`src/rtl/sipo_frame_ctrl.sv`:
```
// Framed serial-to-parallel capture: synchronises sclk/frame_n/sdata, shifts bits MSB-first
// and publishes each completed WIDTH-bit word through a valid/ready handshake.
module sipo_frame_ctrl #(
  parameter int WIDTH    = 16,
  parameter int SYNC_LEN = 2
) (
  input  logic             clk,
  input  logic             rst,
  input  logic             sclk,
  input  logic             frame_n,
  input  logic             sdata,
  output logic [WIDTH-1:0] word_out,
  output logic             word_valid,
  input  logic             word_ready,
  output logic             busy,
  output logic             frame_err,
  output logic             overrun
);

  localparam int CW = $clog2(WIDTH);
  localparam logic [CW-1:0] LastBit = CW'(WIDTH - 1);

  typedef enum logic [1:0] {
    IDLE,
    SHIFT,
    FLUSH
  } state_t;

  state_t             state_q, state_d;
  logic [SYNC_LEN-1:0] sclk_sync_q, frame_sync_q, sdata_sync_q;
  logic               sclk_dly_q;
  logic [CW-1:0]      bit_cnt_q, bit_cnt_d;
  logic [WIDTH-1:0]   sr_q, sr_d;
  logic [WIDTH-1:0]   word_q, word_d;
  logic               valid_q, valid_d;
  logic               overrun_q, overrun_d;
  logic               sclk_s, frame_n_s, sdata_s, sclk_rise;
  logic               complete;

  assign sclk_s    = sclk_sync_q[SYNC_LEN-1];
  assign frame_n_s = frame_sync_q[SYNC_LEN-1];
  assign sdata_s   = sdata_sync_q[SYNC_LEN-1];
  assign sclk_rise = sclk_s & ~sclk_dly_q;

  // Synchronisers reset to the idle line levels so reset never looks like a frame start
  always_ff @(posedge clk or negedge rst) begin
    if (!rst) begin
      sclk_sync_q  <= '0;
      frame_sync_q <= '1;
      sdata_sync_q <= '0;
      sclk_dly_q   <= 1'b0;
    end else begin
      sclk_sync_q  <= {sclk_sync_q[SYNC_LEN-2:0], sclk};
      frame_sync_q <= {frame_sync_q[SYNC_LEN-2:0], frame_n};
      sdata_sync_q <= {sdata_sync_q[SYNC_LEN-2:0], sdata};
      sclk_dly_q   <= sclk_s;
    end
  end

  always_ff @(posedge clk or negedge rst) begin
    if (!rst) begin
      state_q   <= IDLE;
      bit_cnt_q <= '0;
      sr_q      <= '0;
      word_q    <= '0;
      valid_q   <= 1'b0;
      overrun_q <= 1'b0;
    end else begin
      state_q   <= state_d;
      bit_cnt_q <= bit_cnt_d;
      sr_q      <= sr_d;
      word_q    <= word_d;
      valid_q   <= valid_d;
      overrun_q <= overrun_d;
    end
  end

  // End of frame wins over a coincident sclk edge
  always_comb begin
    state_d   = state_q;
    bit_cnt_d = bit_cnt_q;
    sr_d      = sr_q;
    complete  = 1'b0;
    frame_err = 1'b0;
    case (state_q)
      IDLE: begin
        if (!frame_n_s) begin
          state_d   = SHIFT;
          bit_cnt_d = '0;
        end
      end
      SHIFT: begin
        if (frame_n_s) begin
          state_d = FLUSH;
        end else if (sclk_rise) begin
          sr_d = {sr_q[WIDTH-2:0], sdata_s};
          if (bit_cnt_q == LastBit) begin
            bit_cnt_d = '0;
            complete  = 1'b1;
          end else begin
            bit_cnt_d = bit_cnt_q + CW'(1);
          end
        end
      end
      FLUSH: begin
        frame_err = (bit_cnt_q != '0);
        bit_cnt_d = '0;
        sr_d      = '0;
        state_d   = IDLE;
      end
      default: state_d = IDLE;
    endcase
  end

  // A completed word may reload the output only if the slot is empty or being drained now
  always_comb begin
    word_d    = word_q;
    valid_d   = valid_q;
    overrun_d = overrun_q;
    if (complete) begin
      if (!valid_q || word_ready) begin
        word_d  = sr_d;
        valid_d = 1'b1;
      end else begin
        overrun_d = 1'b1;
      end
    end else if (valid_q && word_ready) begin
      valid_d = 1'b0;
    end
  end

  assign word_out   = word_q;
  assign word_valid = valid_q;
  assign overrun    = overrun_q;
  assign busy       = (state_q != IDLE);

endmodule
```
`config.mk`:
```
export PLATFORM = sky130hd
export DESIGN_NAME = sipo_frame_ctrl
export DESIGN_NICKNAME = d
export VERILOG_FILES = /design/src/rtl/sipo_frame_ctrl.sv
export SDC_FILE = /design/constraint.sdc
export NUM_CORES = 1
export LEC_CHECK = 0
export ABC_AREA = 1
export ABC_CLOCK_PERIOD_IN_PS = 2000
export BUFFER_PORTS_ARGS = -buffer_cell sky130_fd_sc_hd__buf_4
export CAP_MARGIN = 20
export CELL_PAD_IN_SITES_DETAIL_PLACEMENT = 1
export CELL_PAD_IN_SITES_GLOBAL_PLACEMENT = 1
export CORE_MARGIN = 1.5
export CORE_UTILIZATION = 42
export CTS_BUF_LIST = sky130_fd_sc_hd__clkbuf_16
export DETAILED_ROUTE_END_ITERATION = 6
export HOLD_SLACK_MARGIN = 0.05
export PLACE_DENSITY_LB_ADDON = 0.1
export SLEW_MARGIN = 25
export SYNTH_ARGS = -nofsm -noshare
export SYNTH_HDL_FRONTEND = slang
export SYNTH_SLANG_ARGS = --single-unit
```
`constraint.sdc`:
```
create_clock -name clk -period 2 [get_ports clk]
set_input_delay 0.2 -clock clk [delete_from_list [all_inputs] [get_ports clk]]
set_output_delay 0.2 -clock clk [all_outputs]
set_load 0.05 [all_outputs]
```
==> Flow_metrics.wiki, run 1 <==
{| class="wikitable"
! Metric !! Value
|-
| Outcome || complete, no violations
|-
| Global-route wire length before repair || 7.969 mm
|-
| Starting density of the core || 43.49%
|-
| Detailed-route wire length per cell || 12.81 um
|-
| Clock tree from TritonCTS || built
|-
| GRT Resource Usage Total || 18.44%
|-
| Die Outline Area || 5699 sq um
|-
| Core ar. || 5075 sq um
|-
| Core Rows || 26
|-
| Max stage delay cell, worst path || sky130_fd_sc_hd__dfrtp_1
|-
| Dominant combinational cell family by area after synthesis || simple AND/OR/NAND/NOR gates
|-
| Most used cell, CP || sky130_fd_sc_hd__nand2_1
|-
| Setup Crit Path Kind || flop to flop
|-
| CP endpoint kind || flop
|-
| Top-count cell post-synth || sky130_fd_sc_hd__nand2_1
|-
| Fraction of the yosys area taken by sequential cells || 53.40%
|-
| Residual DRC count || 0
|-
| Number of buffers on the longest clock path || 2
|-
| Number of H-tree levels || 2
|-
| Crit path max-delay family || simple AND/OR/NAND/NOR gates
|-
| Count of distinct cell types in the synthesized netlist || 21
|-
| Iteration-0 DRC count of the detailed router || 82
|-
| Worst endpoint required time || 2.17 ns
|-
| Yosys top cell by area || sky130_fd_sc_hd__dfrtp_1
|-
| Fraction of layout cells with a size suffix above 1 || 18.31%
|-
| Post-synth ARST share || 100.0%
|-
| Net count after synthesis || 272
|-
| Vias after detailed routing || 1,717
|-
| Worst reg-to-reg setup slack || 0.20 ns
|-
| Filler Cells Inserted || 636
|-
| Combined area of all synthesized cells || 2207 sq um
|-
| TritonCTS Buffers || 5
|-
| Largest net degree at the start of global routing || 48
|-
| Yosys Warn Count || 0
|-
| Critical Path, Cell by Cell || inv_1 -> ha_1 -> inv_2 -> nor2_4 -> nand3_2 -> nand2_1 -> nand2_1
|-
| Gp weighted congestion || 0.7164
|-
| Via count of the first global-routing pass || 1,746
|-
| Total power of the final layout || 3.263 mW
|-
| Pwr/cell area || 1219 nW/um^2
|-
| HPWL after detailed placement || 3.177 mm
|-
| Placed standard-cell area || 2474 sq um
|-
| Postcts setup bufs || 0
|-
| Crit start category || flop
|-
| Mux cell area share after synthesis || 0%
|-
| Number of buffer and inverter stages on the critical path || 2
|-
| Share of the synthesized netlist area taken by xor and xnor gates || 0%
|-
| Count of maximum capacitance violations || 0
|-
| EDFF count, synth || 0
|-
| Peak clock frequency supported by timing || 556.4 MHz
|-
| Post-layout min period || 1.797 ns
|-
| Setup Skew || 0.003004 ns
|-
| Setup-failing EPs final || 0
|-
| Number of cells produced by synthesis || 260
|-
| Peak per-stage delay on the critical path || 0.39 ns
|-
| Final hold violation count || 0
|-
| Nets || 306
|-
| Share of the clock period used by the worst path || 89.86%
|-
| Router iterations before antenna repair || 4
|-
| RSZ-0062 raised after global routing || false
|-
| Portion of synthesized cell area occupied by the leading cell type || 51.02%
|-
| Post-synthesis adder-cell area fraction || 3.401%
|-
| Global-route congestion overflow total || 0
|-
| Setup TNS after final layout || 0 ns
|-
| Horizontal extent of the die || 75.49 um
|-
| Max-slew violation total from the final report || 0
|-
| Crit path max fanout || 16
|-
| Initial antenna violation count || 0
|-
| Post-synthesis share of cell area spent on and, or, nand and nor gates || 30.78%
|-
| Multi-input combinational cell area || 802.0 sq um
|-
| Sequential standard cell area || 1179 sq um
|-
| Worst vdd ir || 479.8 uV
|-
| Root buf cell || sky130_fd_sc_hd__clkbuf_16
|-
| Signal arrival time at the worst endpoint || 1.97 ns
|-
| Main area contributors after synthesis || sky130_fd_sc_hd__dfrtp_1 (51%), sky130_fd_sc_hd__nand2_1 (16%), sky130_fd_sc_hd__inv_1 (7.7%)
|-
| Number of I/O pins || 26
|-
| Final WL || 4.674 mm
|-
| Path class of the lowest-slack min-delay path || primary input to flop
|-
| Cells resized by post-CTS repair || 0
|-
| Sinks on the clock net || 47
|-
| Final cell utilization of the core || 52.76%
|-
| Synth top cells by count || sky130_fd_sc_hd__nand2_1 (95), sky130_fd_sc_hd__dfrtp_1 (45), sky130_fd_sc_hd__inv_1 (45)
|-
| Overall die height || 75.49 um
|-
| Post-synthesis area per instance || 8.489 sq um
|-
| Per-cell via count in the routed design || 4.704
|-
| Ant. Diodes || 0
|-
| Area fraction in compound gates after synthesis || 2.154%
|-
| Area delta synth->final || 21.32%
|-
| #FFs+latches synth || 47
|-
| Clock latency at the later pin of the worst-skew pair || 0.28 ns
|-
| Slew at the pin closest to its max-slew limit || 0.5819 ns
|-
| Slew margin rel. || 61.21%
|-
| Predominant post-synthesis flop cell || sky130_fd_sc_hd__dfrtp_1
|-
| Cell area after layout || 2678 sq um
|-
| Count of buffers from port buffering || 25
|-
| Final antenna-violating net count || 0
|-
| Static Leakage || 1.535 nW
|-
| Clock-pin slew of the registers on the worst-case setup and hold paths || 0.06 ns
|}
==> layout by cell type (no fill, tap or decap) <==
cell,n
sky130_fd_sc_hd__clkinv_2,1
sky130_fd_sc_hd__clkinv_1,1
sky130_fd_sc_hd__nor2_8,1
sky130_fd_sc_hd__o21ai_0,7
sky130_fd_sc_hd__nor2_1,1
sky130_fd_sc_hd__inv_1,45
sky130_fd_sc_hd__o21bai_1,1
sky130_fd_sc_hd__dfstp_2,2
sky130_fd_sc_hd__dlygate4sd3_1,4
sky130_fd_sc_hd__clkbuf_16,5
sky130_fd_sc_hd__inv_2,1
sky130_fd_sc_hd__dfrtp_1,45
sky130_fd_sc_hd__buf_4,31
sky130_fd_sc_hd__or2_2,1
sky130_fd_sc_hd__nand3_1,33
sky130_fd_sc_hd__nand4_1,2
sky130_fd_sc_hd__nor2_4,3
sky130_fd_sc_hd__nand3_2,7
sky130_fd_sc_hd__ha_1,6
sky130_fd_sc_hd__nand2_1,95
sky130_fd_sc_hd__nand2_4,1
sky130_fd_sc_hd__a21oi_1,1
sky130_fd_sc_hd__bufinv_16,1
==> through the flow <==
stage / worst slack, ns / cells / hold WS (ns)
2_1_floorplan: 0.3882 / 260 / -0.09559
3_3_place_gp: 0.2880 / 353 / 0.2489
3_5_place_dp: 0.1989 / 353 / 0.2525
4_1_cts: 0.1737 / 365 / 0.2562
5_1_grt: 0.003824 / 365 / 0.2917
6_report: 0.2027 / 365 / 0.2605
==> tightest hold or removal path: stages <==
cell	delay, ns
sky130_fd_sc_hd__buf_4	0.09
sky130_fd_sc_hd__nor2_4	0.05
sky130_fd_sc_hd__inv_1	0.09
sky130_fd_sc_hd__nand2_1	0.06
==> per-layer routing <==
| metal | GRT usage [%] | vias to the layer above | share of wire, % |
|---|---|---|---|
| li1 | - | 857 | - |
| met1 | 24.58 | 830 | 50 |
| met2 | 31.58 | 26 | 47 |
| met3 | 3.175 | 4 | 2.2 |
| met4 | 4.167 | 0 | 0.68 |
| met5 | 0 | - | 0 |
==> cells by family (layout without fill, tap and decap cells) <==
family                   Yosys count  after routing
AO/OA/AOI/OAI                      9              9
adder cells (fa/ha/maj)            6              6
buffers and inverters             54             89
flip-flops                        47             47
AND/OR/NAND/NOR                  144            144
==> final cells by class <==
cell class	count	area share, %
Clock buffer	5	4.673
Timing Repair Buffer	35	10.19
Sequential cell	47	44.02
Multi-Input combinational cell	159	29.95
Clock inverter	3	1.449
Tap cell	70	3.271
Inverter	46	6.449
==> power breakdown <==
part	total [mW]	leakage [nW]	switching [mW]	internal [mW]
Clock	0.912	0.0812	0.330	0.583
Combinational	1.21	0.829	0.831	0.376
Sequential	1.14	0.625	0.0773	1.07
==> final timing paths <==
kind,start,end,cells past startpoint
max,state_q[1],word_out[0],7
min,word_ready,word_valid,4
max reg2reg,state_q[1],word_out[0],7
min reg2reg,sdata_sync_q[0],sdata_sync_q[1],0
max in group asynchronous,rst,state_q[1],2
min in group asynchronous,rst,bit_cnt_q[2],2
==> registers in the layout (all words and copies together) (netlist names), 2 cells and up <==
register / count
word_out: 16
frame_sync_q: 2
state_q: 2
sdata_sync_q: 2
sr_q: 16
bit_cnt_q: 4
sclk_sync_q: 2
==> timing repair <==
action | CTS | global route
setup endpoints to repair | 0 | 0
hold buffers | 4 | 0
hold endpoints to repair | 48 | 0
Note: power is estimated with default switching activity, not from simulation.
==> inputs of run 2 (changes only) <==
CORE_MARGIN = 4   (was 1.5)
==> run 2 against run 1 <==
  * First-iteration DRC count increased by 3.7%
  * Core utilization decreased by 0.88 points
  * Non-clock buffer count stayed put
  * Critical path depth is the same
  * Largest cell class unchanged
  * Design area is 1.0% lower
  * Clock power down 13%
  * Count of clock-buffer cells in the layout stayed put
  * Maximum frequency up 7.9%
==> Flow_metrics.wiki, run 2 (synthesis gave the netlist of run 1 again) <==
{| class="wikitable"
! Metric !! Value
|-
| Outcome || complete, no violations
|-
| Ant. Diodes || 0
|-
| Clock latency at the later pin of the worst-skew pair || 0.28 ns
|-
| Iteration-0 DRC count of the detailed router || 85
|-
| Placed Cells incl. Taps || 353
|-
| Setup-failing EPs final || 0
|-
| Initial antenna violation count || 0
|-
| Root buf cell || sky130_fd_sc_hd__clkbuf_16
|-
| R2R depth || 7
|-
| Clock-pin slew of the registers on the worst-case setup and hold paths || 0.06 ns
|-
| Crit path max fanout || 16
|-
| Worst reg-to-reg setup slack || 0.33 ns
|-
| Most used cell, CP || sky130_fd_sc_hd__nand2_1
|-
| Gp weighted congestion || 0.7188
|-
| Fraction of layout cells with a size suffix above 1 || 17.63%
|-
| Starting density of the core || 43.21%
|-
| Final cell utilization of the core || 51.89%
|-
| Via count of the first global-routing pass || 1,870
|-
| Count of buffers from port buffering || 25
|-
| Core Rows || 26
|-
| Residual DRC count || 0
|-
| Number of I/O pins || 26
|-
| Overall die height || 80.49 um
|-
| Number of hold buffers added after CTS || 4
|-
| Count of non-filler cells in the finished layout || 365
|-
| Path class of the lowest-slack min-delay path || primary input to flop
|-
| Pwr/cell area || 1177 nW/um^2
|-
| Die Outline Area || 6479 sq um
|-
| RSZ-0062 raised after global routing || false
|-
| Most used cells in the layout excluding fill and tap cells || sky130_fd_sc_hd__nand2_1 (95), sky130_fd_sc_hd__inv_1 (46), sky130_fd_sc_hd__dfrtp_1 (45)
|-
| Core ar. || 5107 sq um
|-
| Setup TNS after final layout || 0 ns
|-
| Setup Skew || 0.004701 ns
|-
| Multi-input combinational cell area || 802.0 sq um
|-
| Final WL || 4.853 mm
|-
| Sinks on the clock net || 47
|-
| GRT Resource Usage Total || 17.62%
|-
| CP endpoint kind || flop
|-
| Count of maximum capacitance violations || 0
|-
| Area delta synth->final || 20.07%
|-
| Sequential standard cell area || 1179 sq um
|-
| Vias after detailed routing || 1,736
|-
| Max stage delay cell, worst path || sky130_fd_sc_hd__dfrtp_1
|-
| Commonest non-fill, non-tap cell in the layout || sky130_fd_sc_hd__nand2_1
|-
| HPWL after detailed placement || 3.317 mm
|-
| Number of buffers on the longest clock path || 2
|-
| Horizontal extent of the die || 80.49 um
|-
| Nets || 306
|-
| Static Leakage || 1.524 nW
|-
| Post-layout min period || 1.666 ns
|-
| Worst endpoint required time || 2.17 ns
|-
| Setup Crit Path Kind || flop to flop
|-
| Peak clock frequency supported by timing || 600.2 MHz
|-
| Per-cell via count in the routed design || 4.756
|-
| Uppermost layer routed || met4
|-
| Router iterations before antenna repair || 4
|-
| Final antenna-violating net count || 0
|-
| Global-route congestion overflow total || 0
|-
| Peak per-stage delay on the critical path || 0.39 ns
|-
| Detailed-route wire length per cell || 13.30 um
|-
| Final hold violation count || 0
|-
| Largest net degree at the start of global routing || 48
|-
| Share of the clock period used by the worst path || 83.30%
|-
| Routed metal-1 wire length || 2.253 mm
|-
| Max-slew violation total from the final report || 0
|-
| Worst vdd ir || 523.7 uV
|-
| Met2 WL || 2.359 mm
|-
| Critical Path, Cell by Cell || inv_1 -> ha_1 -> inv_2 -> nor2_4 -> nand3_2 -> nand2_1 -> nand2_1
|-
| Crit start category || flop
|-
| TritonCTS Buffers || 5
|-
| Cell count of the worst hold path || 4
|-
| Global-route wire length before repair || 8.832 mm
|-
| Post-placement worst setup slack || 0.3126 ns
|-
| Clock tree from TritonCTS || built
|-
| Postcts setup bufs || 0
|-
| Slew margin rel. || 60.21%
|-
| Number of H-tree levels || 2
|-
| Fin worst setup slack || 0.3339 ns
|-
| Metal3 WL || 159 um
|-
| Filler Cells Inserted || 640
|-
| Slew at the pin closest to its max-slew limit || 0.5969 ns
|-
| Signal arrival time at the worst endpoint || 1.84 ns
|-
| Cells resized by post-CTS repair || 0
|}
## run 2: cell count changes in the layout (fill, tap and decap cells not counted)
| cell | delta |
|---|---|
| sky130_fd_sc_hd__clkinv_1 | +1 |
| sky130_fd_sc_hd__bufinv_16 | -1 |
| sky130_fd_sc_hd__inv_1 | +1 |
| sky130_fd_sc_hd__clkinv_2 | -1 |
## run 2: power by group
group	total (mW)	leakage, nW	switching, mW	internal (mW)
registers	1.14	0.625	0.0711	1.07
clock network	0.790	0.0701	0.339	0.450
logic	1.19	0.829	0.821	0.370
total	3.12	1.52	1.23	1.89
## run 2: metal layers
metal	track usage (%)	vias up
met3	3.700	8
met2	30.30	28
met5	0	-
met4	5.068	0
li1	-	853
met1	22.24	847
## run 2: area by class of cell
type | count | share of cell area [%]
flip-flops and latches | 47 | 44.48
repair buffers | 35 | 10.29
multi-input cells | 159 | 30.26
inverters | 46 | 6.516
clock buffers | 5 | 4.721
clock inverters | 3 | 0.4249
well taps | 70 | 3.305
## run 2: worst max-delay path: cells and delay by family, from the launching register on
| kind | cells | cell delay, ns |
|---|---|---|
| AND/OR/NAND/NOR | 4 | 0.72 |
| flip-flops | 1 | 0.39 |
| adder cells (fa/ha/maj) | 1 | 0.24 |
| buffers and inverters | 2 | 0.19 |
## run 2: worst paths after layout
check | start | end
min in group asynchronous | rst | bit_cnt_q[2]
worst max register to register | state_q[1] | word_out[13]
max in group asynchronous | rst | state_q[0]
worst max-delay path | state_q[1] | word_out[13]
worst min register to register | sdata_sync_q[0] | sdata_sync_q[1]
worst min-delay path | word_ready | word_valid
## run 2: per-stage QoR
step / cell area, sq um / hold WS [ns] / power, mW
after floorplan: 2207 / -0.09559 / 2.006
after global placement: 2474 / 0.2549 / 2.302
after detailed placement: 2474 / 0.2535 / 2.347
after CTS: 2650 / 0.2599 / 3.168
after global routing: 2650 / 0.3004 / 3.399
final: 2650 / 0.2704 / 3.118
==> inputs of run 3 (changes only) <==
ABC_CLOCK_PERIOD_IN_PS = 1500   (was 2000)
CORE_UTILIZATION = 39   (was 42)
clock period = 1.5 ns   (was 2 ns; I/O delays follow)
==> run 3 against run 2 <==
  * Non-clock buffer count grew 12
  * Clock power grew 54%
  * Hold slack lost 0.022 ns
  * Combinational power grew 70%
  * Critical endpoint is now frame_err
  * Global-route usage shrank 1.2 points
  * Count of clock-buffer cells in the layout is the same
  * Wire length grew 11%
  * Largest cell class unchanged
==> Flow_metrics.wiki, run 3 (synthesis gave the netlist of run 1 again) <==
{| class="wikitable"
! Metric !! Value
|-
| Ant. Diodes || 0
|-
| Area delta synth->final || 32.77%
|-
| CP endpoint kind || output port
|-
| Crit path max fanout || 2
|-
| Core Rows || 27
|-
| Number of buffers on the longest clock path || 2
|-
| Vias after detailed routing || 1,773
|-
| Die Outline Area || 6927 sq um
|-
| Initial antenna violation count || 0
|-
| Global-route wire length before repair || 9.190 mm
|-
| Clock-pin slew of the registers on the worst-case setup and hold paths || 0.06 ns
|-
| Max-slew violation total from the final report || 0
|-
| Setup-failing EPs final || 0
|-
| Clock latency at the later pin of the worst-skew pair || 0.28 ns
|-
| Static Leakage || 1.619 nW
|-
| Slew margin rel. || 59.82%
|-
| Horizontal extent of the die || 83.23 um
|-
| Outcome || complete, no violations
|-
| Residual DRC count || 0
|-
| Share of the clock period used by the worst path || 96.06%
|-
| Final hold violation count || 0
|-
| Final WL || 5.404 mm
|-
| Setup Skew || 0.003736 ns
|-
| Core ar. || 5507 sq um
|-
| Per-cell via count in the routed design || 4.678
|-
| Post-layout min period || 1.441 ns
|-
| Setup Crit Path Kind || flop to output port
|-
| Sinks on the clock net || 47
|-
| Root buf cell || sky130_fd_sc_hd__clkbuf_16
|-
| TritonCTS Buffers || 5
|-
| Count of maximum capacitance violations || 0
|-
| Slew at the pin closest to its max-slew limit || 0.6027 ns
|-
| Setup TNS after final layout || 0 ns
|-
| Filler Cells Inserted || 651
|-
| Crit start category || flop
|-
| Most used cells in the layout excluding fill and tap cells || sky130_fd_sc_hd__nand2_1 (92), sky130_fd_sc_hd__dfrtp_1 (45), sky130_fd_sc_hd__inv_1 (41)
|-
| Iteration-0 DRC count of the detailed router || 52
|-
| Largest net degree at the start of global routing || 48
|-
| Number of H-tree levels || 2
|-
| Clock tree from TritonCTS || built
|-
| Starting density of the core || 40.08%
|-
| Post-placement worst setup slack || -0.05852 ns
|-
| Placed Cells incl. Taps || 361
|-
| Fraction of layout cells with a size suffix above 1 || 26.38%
|-
| GRT Resource Usage Total || 16.39%
|-
| Fin worst setup slack || 0.05905 ns
|-
| Global-route congestion overflow total || 0
|-
| Gp weighted congestion || 0.7273
|-
| Count of buffers from port buffering || 25
|-
| Worst endpoint required time || 1.35 ns
|-
| Number of I/O pins || 26
|-
| RSZ-0062 raised after global routing || true
|-
| Count of non-filler cells in the finished layout || 379
|-
| Overall die height || 83.23 um
|-
| Pwr/cell area || 1622 nW/um^2
|-
| Signal arrival time at the worst endpoint || 1.29 ns
|-
| Path class of the lowest-slack min-delay path || primary input to flop
|-
| Nets || 318
|-
| HPWL after detailed placement || 3.443 mm
|-
| Commonest non-fill, non-tap cell in the layout || sky130_fd_sc_hd__nand2_1
|-
| Peak clock frequency supported by timing || 694.0 MHz
|-
| Router iterations before antenna repair || 4
|-
| Detailed-route wire length per cell || 14.26 um
|-
| Final antenna-violating net count || 0
|-
| Via count of the first global-routing pass || 1,947
|-
| Worst vdd ir || 756.2 uV
|}
run 3: cell count changes in the layout (fill, tap and decap cells not counted), sizes merged:
cell,previous run,this run
buf,31,42
bufinv,0,1
clkbuf,5,6
clkinvlp,0,1
inv,47,45
run 3: layout make-up:
type | count | area [sq um] | area share (%)
inverter | 46 | 176.4 | 6.020
clock buffer | 5 | 125.1 | 4.270
tap | 72 | 90.09 | 3.074
sequential | 47 | 1179 | 40.22
clock inverter | 3 | 38.79 | 1.324
timing repair buffer | 47 | 457.9 | 15.63
multi-input combinational | 159 | 863.3 | 29.46
run 3: stage by stage:
stage | hold slack (ns) | utilization (%) | area [sq um] | power, mW
finish | 0.2480 | 53.22 | 2930 | 4.754
global route | 0.2770 | 53.22 | 2930 | 5.123
CTS | 0.2433 | 51.42 | 2831 | 4.666
detailed placement | 0.2056 | 46.74 | 2574 | 3.332
global placement | 0.2070 | 46.74 | 2574 | 3.281
floorplan | -0.1456 | - | 2222 | 2.719
run 3: critical path, cell delays in order, from the launching register on:
cell and delay [ns]:
sky130_fd_sc_hd__dfrtp_1 0.40, sky130_fd_sc_hd__inv_2 0.08, sky130_fd_sc_hd__buf_6 0.10, sky130_fd_sc_hd__ha_4 0.12, sky130_fd_sc_hd__inv_2 0.04, sky130_fd_sc_hd__a21oi_2 0.11
sky130_fd_sc_hd__buf_6 0.17
run 3: path summary, 6_finish.rpt:
check	from	to	slack, ns	depth (start not counted)
max	state_q[0]	frame_err	0.06	6
min	word_ready	word_valid	0.25	4
min in group asynchronous	rst	bit_cnt_q[3]	0.42	2
max reg2reg	state_q[0]	bit_cnt_q[3]	0.08	9
min reg2reg	sdata_sync_q[0]	sdata_sync_q[1]	0.35	0
max in group asynchronous	rst	sclk_sync_q[0]	0.67	2
run 3: what timing repair did:
item,in CTS,in global routing
pin swaps,1,5
hold buffers,4,0
endpoints found under the setup margin,20,23
gates resized for setup,3,17
hold endpoints to repair,48,0
setup buffers,3,2
gates cloned,0,1
run 3: layer usage:
metal	global-route usage [%]	share of wire, %	wire, um	up-vias
li1	-	-	-	882
met1	19.03	45	2439	863
met2	30.61	51	2780	24
met3	3.671	2.5	136	4
met4	3.418	0.89	48	0
met5	0	0	0	-
run 3: where the power goes:
| group | internal, mW | total [mW] | switching [mW] |
|---|---|---|---|
| sequential | 1.42 | 1.51 | 0.0860 |
| clock | 0.777 | 1.22 | 0.447 |
| combinational | 0.735 | 2.02 | 1.29 |
| total | 2.93 | 4.75 | 1.82 |
